### src/rtl/debounce_pkg.sv
// Shared types and default constants for the sync_debounce block.
// Optional event counter is enabled by defining DEBOUNCE_EVENT_CNT_EN.
package debounce_pkg;

    typedef enum logic [1:0] {
        S_LOW      = 2'd0,
        S_RISE_CHK = 2'd1,
        S_HIGH     = 2'd2,
        S_FALL_CHK = 2'd3
    } state_t;

    localparam int DEF_STABLE_CYCLES = 16;
    localparam int DEF_CNT_W         = 8;

endpackage

### src/rtl/sync_debounce_if.sv
// Signal bundle between the debouncer and its consumer.
// Macro DEBOUNCE_EVENT_CNT_EN does not change this bundle.
interface sync_debounce_if #(
    parameter int CNT_W = debounce_pkg::DEF_CNT_W
);
    logic             din;
    logic             clr_cnt;
    logic             level;
    logic             rise;
    logic             fall;
    logic [CNT_W-1:0] event_cnt;

    modport master (
        output din, clr_cnt,
        input  level, rise, fall, event_cnt
    );

    modport slave (
        input  din, clr_cnt,
        output level, rise, fall, event_cnt
    );
endinterface

### src/rtl/debounce_timer.sv
// Saturating up-counter with synchronous clear and terminal-count flag.
// Used by sync_debounce (macro DEBOUNCE_EVENT_CNT_EN has no effect here).
module debounce_timer #(
    parameter int STABLE_CYCLES = debounce_pkg::DEF_STABLE_CYCLES,
    localparam int W = $clog2(STABLE_CYCLES + 1)
) (
    input  logic clk,
    input  logic reset_n,
    input  logic clr,
    input  logic en,
    output logic tc
);
    logic [W-1:0] count;

    // Count consecutive candidate samples; clear wins over enable, hold at all-ones.
    always_ff @(posedge clk) begin
        if (!reset_n || clr) begin
            count <= '0;
        end else if (en && (count != '1)) begin
            count <= count + 1'b1;
        end
    end

    // Terminal count: the current sample will be the last one needed.
    assign tc = (count == W'(STABLE_CYCLES - 1));
endmodule

### src/rtl/sync_debounce.sv
// Debouncer and edge detector for an already-synchronized level.
// Define DEBOUNCE_EVENT_CNT_EN to build the rising-event counter;
// otherwise event_cnt is tied to 0 and clr_cnt is ignored.
module sync_debounce
    import debounce_pkg::*;
#(
    parameter int STABLE_CYCLES = DEF_STABLE_CYCLES,
    parameter int CNT_W         = DEF_CNT_W
) (
    input  logic            clk,
    input  logic            reset_n,
    sync_debounce_if.slave  bus
);
    state_t state;
    logic   level_q;
    logic   rise_q;
    logic   fall_q;
    logic   tmr_clr;
    logic   tmr_en;
    logic   tmr_tc;
    logic   accept_rise;

    debounce_timer #(.STABLE_CYCLES(STABLE_CYCLES)) u_timer (
        .clk     (clk),
        .reset_n (reset_n),
        .clr     (tmr_clr),
        .en      (tmr_en),
        .tc      (tmr_tc)
    );

    // Timer runs only while din disagrees with the accepted level and not yet accepted.
    always_comb begin
        tmr_clr = 1'b1;
        tmr_en  = 1'b0;
        case (state)
            S_LOW:      if (bus.din)             begin tmr_clr = 1'b0; tmr_en = 1'b1; end
            S_RISE_CHK: if (bus.din && !tmr_tc)  begin tmr_clr = 1'b0; tmr_en = 1'b1; end
            S_HIGH:     if (!bus.din)            begin tmr_clr = 1'b0; tmr_en = 1'b1; end
            S_FALL_CHK: if (!bus.din && !tmr_tc) begin tmr_clr = 1'b0; tmr_en = 1'b1; end
            default: ;
        endcase
    end

    assign accept_rise = (state == S_RISE_CHK) && bus.din && tmr_tc;

    // Debounce FSM with registered level and one-cycle edge pulses.
    always_ff @(posedge clk) begin
        if (!reset_n) begin
            state   <= S_LOW;
            level_q <= 1'b0;
            rise_q  <= 1'b0;
            fall_q  <= 1'b0;
        end else begin
            rise_q <= 1'b0;
            fall_q <= 1'b0;
            case (state)
                S_LOW: begin
                    if (bus.din) state <= S_RISE_CHK;
                end
                S_RISE_CHK: begin
                    if (!bus.din) begin
                        state <= S_LOW;
                    end else if (tmr_tc) begin
                        state   <= S_HIGH;
                        level_q <= 1'b1;
                        rise_q  <= 1'b1;
                    end
                end
                S_HIGH: begin
                    if (!bus.din) state <= S_FALL_CHK;
                end
                S_FALL_CHK: begin
                    if (bus.din) begin
                        state <= S_HIGH;
                    end else if (tmr_tc) begin
                        state   <= S_LOW;
                        level_q <= 1'b0;
                        fall_q  <= 1'b1;
                    end
                end
                default: state <= S_LOW;
            endcase
        end
    end

    assign bus.level = level_q;
    assign bus.rise  = rise_q;
    assign bus.fall  = fall_q;

`ifdef DEBOUNCE_EVENT_CNT_EN
    logic [CNT_W-1:0] cnt_q;

    // Count accepted rises; clear has priority over a coincident increment.
    always_ff @(posedge clk) begin
        if (!reset_n || bus.clr_cnt) begin
            cnt_q <= '0;
        end else if (accept_rise) begin
            cnt_q <= cnt_q + 1'b1;
        end
    end

    assign bus.event_cnt = cnt_q;
`else
    logic unused_cnt_inputs;
    assign unused_cnt_inputs = bus.clr_cnt ^ accept_rise;
    assign bus.event_cnt     = '0;
`endif
endmodule

### src/flat_wrapper.sv
// flat-port wrapper written by rule: the top's interface ports become plain ports
module sync_debounce_flat import debounce_pkg::*;
#(
    parameter int STABLE_CYCLES = DEF_STABLE_CYCLES,
    parameter int CNT_W         = DEF_CNT_W
)
  (clk, reset_n, bus_din, bus_clr_cnt, bus_level, bus_rise, bus_fall, bus_event_cnt);
  sync_debounce_if #(.CNT_W(CNT_W)) bus_i ();
  input  logic clk;
  input  logic reset_n;
  input wire logic [$bits(bus_i.din)-1:0] bus_din;
  input wire logic [$bits(bus_i.clr_cnt)-1:0] bus_clr_cnt;
  output wire logic [$bits(bus_i.level)-1:0] bus_level;
  output wire logic [$bits(bus_i.rise)-1:0] bus_rise;
  output wire logic [$bits(bus_i.fall)-1:0] bus_fall;
  output wire logic [$bits(bus_i.event_cnt)-1:0] bus_event_cnt;
  assign bus_i.din = bus_din;
  assign bus_i.clr_cnt = bus_clr_cnt;
  assign bus_level = bus_i.level;
  assign bus_rise = bus_i.rise;
  assign bus_fall = bus_i.fall;
  assign bus_event_cnt = bus_i.event_cnt;
  sync_debounce #(.STABLE_CYCLES(STABLE_CYCLES), .CNT_W(CNT_W)) u_core (.clk(clk), .reset_n(reset_n), .bus(bus_i));
endmodule
### config.mk
export PLATFORM = sky130hd
export DESIGN_NAME = sync_debounce_flat
export DESIGN_NICKNAME = d
export VERILOG_FILES = /design/src/rtl/debounce_pkg.sv /design/src/rtl/sync_debounce_if.sv /design/src/rtl/debounce_timer.sv /design/src/rtl/sync_debounce.sv /design/src/flat_wrapper.sv
export SDC_FILE = /design/constraint.sdc
export NUM_CORES = 1
export LEC_CHECK = 0
export CAP_MARGIN = 10
export CELL_PAD_IN_SITES_DETAIL_PLACEMENT = 0
export CELL_PAD_IN_SITES_GLOBAL_PLACEMENT = 2
export CORE_MARGIN = 1
export CORE_UTILIZATION = 27
export CTS_CLUSTER_DIAMETER = 60
export CTS_CLUSTER_SIZE = 40
export DETAILED_ROUTE_END_ITERATION = 8
export PLACE_DENSITY_LB_ADDON = 0.08
export SYNTH_ARGS = -nofsm -noshare
export SYNTH_HDL_FRONTEND = slang
export SYNTH_SLANG_ARGS = --single-unit
### constraint.sdc
create_clock -name clk -period 5 [get_ports clk]
set_clock_uncertainty 0.15 [all_clocks]
set_input_delay 1 -clock clk [delete_from_list [all_inputs] [get_ports clk]]
set_output_delay 1 -clock clk [all_outputs]
set_load 0.03 [all_outputs]
-- After elaboration in Yosys (flattened, before gate mapping)
Index checks and enable logic that the tools add are counted.
- flip-flop bits (word level): 10
- latch bits: 0
- RAM bits: 0
- bits in read-only memories: 0
- bits of input ports: 4
- output and inout port bits: 11
- word-level logic and storage cells: 55
- memories: 0
- $add $sub $neg: 1
- multipliers: 0
- div/mod/pow operators: 0
- magnitude comparators: 0
- equal/unequal tests: 13
- shift-type cells: 0
- mux-type cells: 21
- bitwise logic cells: 2
- reductions and logical operators: 13
- operators with widths (kind ; number):
    2-to-1 mux 2 bit ; 6
    2-to-1 mux 1 bit ; 11
    inequality test 2 bit (second input constant) ; 4
    one-hot mux 1 bit (4 select lines) ; 2
    one-hot mux 2 bit (4 select lines) ; 1
    inequality test 3 x 2 -> 1 bit (second input constant) ; 2
    adder 5 x 1 -> 5 bit (second input constant) ; 1
    equality test 5 x 4 -> 1 bit (second input constant) ; 1
    inequality test 5 bit (second input constant) ; 1
    AND reduction 5 bit ; 1
    equality test 2 bit (second input constant) ; 2
    inequality test 2 x 1 -> 1 bit (second input constant) ; 2
    AND reduction 4 bit ; 1
    logical AND 1 bit ; 3
    zero test 1 bit ; 3
    AND reduction 3 bit ; 1
    OR reduction 3 bit ; 1
    equality test 2 x 1 -> 1 bit (second input constant) ; 1
    zero test 2 bit ; 1
    NOT 1 bit ; 2
    one-hot mux 1 bit (2 select lines) ; 1
    nonzero test 2 bit ; 1
    logical OR 1 bit ; 1

-- Longest topological paths before layout
- depth after elaboration: 6
- depth in mapped cells: 6

-- By module
From an unflattened synthesis, not the netlist that was laid out.
- cells, all modules: 59
- area, all modules: 548.0 um2
- by module, submodules not included (module ; instances ; cells each ; area an instance (um2) ; seq. area each (um2)):
    sync_debounce ; 1 ; 32 ; 294.0 ; 100.1
    debounce_timer ; 1 ; 27 ; 254.0 ; 100.1

-- Worst setup path before layout
OpenSTA, ideal clock, no wires.
- kind: reg2out
- start: register u_core.level_q, in the netlist u_core.bus.level
- end: output port bus_level
- arrival: 490 ps
- slack: 3360 ps
- cell stages (with the launch flop): 1
- path through: dfxtp_1
- RTL lines (item ; RTL line ; RTL):
    start, declared ; sync_debounce.sv:15 ; logic level_q;
    start signal, assigned ; sync_debounce.sv:50 ; level_q <= 1'b0;
    start signal, assigned ; sync_debounce.sv:65 ; level_q <= 1'b1;
    start signal, assigned ; sync_debounce.sv:77 ; level_q <= 1'b0;
    end, declared ; flat_wrapper.sv:13 ; output wire logic [$bits(bus_i.level)-1:0] bus_level;
No word-level cell between the ends.

-- Worst setup path in the final report
- start: register u_core.level_q, in the netlist u_core.bus.level
- end: output port bus_level
No word-level cell between the ends.

==> impl_metrics.yaml <==
floorplan:
  ios: 15
  die_w_um: 44.02
  die_h_um: 44.02
  rows: 14
  initial_core_util_pct: 30.24
  core_area_um2: 1577
  die_area_um2: 1938
synth:
  synth_simple_gate_area_share_pct: 18.11
  yosys_warnings: 0
  yosysTopAreaCell: "dfxtp_1"
  synth_adder_area_share_pct: 7.874
  synth_top_area_share_pct: 41.99
  synth.distinct_cells: 19
  synth_top_family_by_area: "simple AND/OR/NAND/NOR gates"
  netlist_instances: 51
  netlist_area_um2: 476.7
  synth_compound_area_share_pct: 6.824
  synth.avg_cell_area_um2: 9.347
  yosys_register_bits: 10
  synth-xor-area-share_pct: 7.349
  synthMuxAreaShare_pct: 2.100
  yosys-top-cells-area: "dfxtp_1 42%, buf_4 13%, ha_1 7.9%, xor2_1 5.5%, nor2_1 4.7%"
  ys_seq_area_share_pct: 41.99
cells_and_area:
  nets: 67
  final_cell_mix: "10 x dfxtp_1, 8 x conb_1, 6 x nor2_1"
  final_cell_area_um2: 549.3
  post-route-util_pct: 34.84
  final_common_cell: "dfxtp_1"
  syn_to_final_growth_pct: 15.22
  antennaDiodeCount: 0
  drive_gt1_share_pct: 8.475
grt:
  grt_pass1_vias: 324
  grt_usage_pct: 9.237
  grt_max_degree: 7
  antenna_found_initial: 0
  overflow: 0
  grt_pass1_wl_um: 1235
setup_path:
  path_cells: "clkdlybuf4s50_1"
  crit_slowest_cell: "clkdlybuf4s50_1"
  crit_buf_inv: 1
  end_kind: "output pin"
  arrival_ns: 1.30
  start_kind: "flop"
  crit_type: "flop to output pin"
  worstPathRequired_ns: 3.85
  path_delay_family: "buffers and inverters"
  slowest_delay_ns: 0.68
  cp_max_fo: 3
detailed_routing:
  drt-initial-drc-count: 4
  drc: 0
  route.antenna.remaining_nets: 0
  vias_per_cell: 4.413
  vias: 331
  routed_wl_um: 741
  wire_per_inst_um: 9.880
  first_pass_iters: 6
timing:
  period_minus_slack_ns: 2.449
  drv_slew: 0
  grt_setup_unrepaired: "no"
  setup_viol: 0
  fin_hold_ws_ns: 0.3580
  setup_tns_ns: 0
  fin_ws_ns: 2.551
  min_period_over_period_pct: 48.97
  max_clock_freq_mhz: 408.4
  hold_viol: 0
placement:
  dp_hpwl_um: 606.1
  placed_area_um2: 513.0
  pre_cts_ws_ns: 2.705
  placement.io_buffers: 5
  gp_congestion: 0.7230
min_path:
  min_path_type: "flop to flop"
clock_network:
  numCtsBuffers: 3
  cts_sinks: 10
  insertion_delay_ns: 0.26
  cts_setup_buffers: 0
  cts_tree: "done"
  root_buffer: "clkbuf_4"
  cts_buffer_depth: 2
  ctsHtreeMaxLevel: 1
  holdBufCountCts: 0
  cts_resized: 0
  cts.clk_slew.worst_paths_ns: 0.07
outcome:
  status: "complete, no violations"
job:
  max_cap_viol_count: 0
power_and_ir_drop:
  peakVddDrop_uv: 143.1
  p_leak_uw: 0.0002399
  p_per_area_nw_per_um2: 313.5
## cell families (layout without fill, tap and decap cells)
| kind of cell | count (synthesis) | in the layout |
|---|---|---|
| AOI/OAI and AO/OA | 5 | 5 |
| DFF | 10 | 10 |
| xor gates and xnor gates | 4 | 4 |
| buffers and inverters | 11 | 12 |
| muxes | 1 | 1 |
| other | 1 | 8 |
| adders and majority gates | 3 | 3 |
| and+or+nand+nor | 16 | 16 |
## per-stage QoR
| step | instances | power (uW) |
|---|---|---|
| 6_report | 75 | 172.2 |
| 4_1_cts | 75 | 176.5 |
| 3_3_place_gp | 71 | 103.0 |
| 3_5_place_dp | 71 | 103.6 |
| 2_1_floorplan | 58 | 103.4 |
| 5_1_grt | 75 | 182.0 |
## per-layer routing
layer  track usage, %  vias to the layer above  wire, um
li1                 -                      167         -
met1            7.848                      150       285
met2            16.47                       12       390
met3            6.531                        2        55
met4            3.636                        0        10
met5                0                        -         0
## cells in the mapped netlist
cell      instances
dfxtp_1          10
buf_4             8
nor2_1            6
ha_1              3
inv_1             3
xor2_1            3
a21oi_1           2
nand2_1           2
nand3_1           2
nor3b_1           2
o21a_1            2
a21boi_0          1
and3_1            1
conb_1            1
mux2i_1           1
nand3_2           1
nand4b_1          1
nor2b_1           1
xnor2_1           1
## report_power, final
group / total (uW) / switching, uW / internal [uW]
combinational: 18.5 / 13.1 / 5.32
clock: 70.4 / 26.2 / 44.1
sequential: 83.4 / 1.71 / 81.7
## final timing paths
path / from / end / slack, ns / cells after the start
worst min register to register: u_core.state[0] / u_core.bus.fall / 0.36 / 2
worst max register to register: u_core.u_timer.count[0] / u_core.u_timer.count[3] / 3.27 / 6
worst min-delay path: u_core.state[0] / u_core.bus.fall / 0.36 / 2
worst max-delay path: u_core.bus.level / bus_level / 2.55 / 1
## area by class of cell
class / count / area (um^2)
multi-input combinational: 37 / 231.5
tap: 16 / 20.02
fill: 172 / 1027
clock buffer: 4 / 36.28
inverter: 3 / 11.26
sequential: 10 / 200.2
timing repair buffer: 5 / 50.05
## registers in the layout (all words and copies together), names as in the netlist, named ones only
signal	cells
u_core.state	1
u_core.bus.fall	1
u_core.bus.level	1
u_core.bus.rise	1
u_core.u_timer.count	5
(Power assumes the default switching activity.)
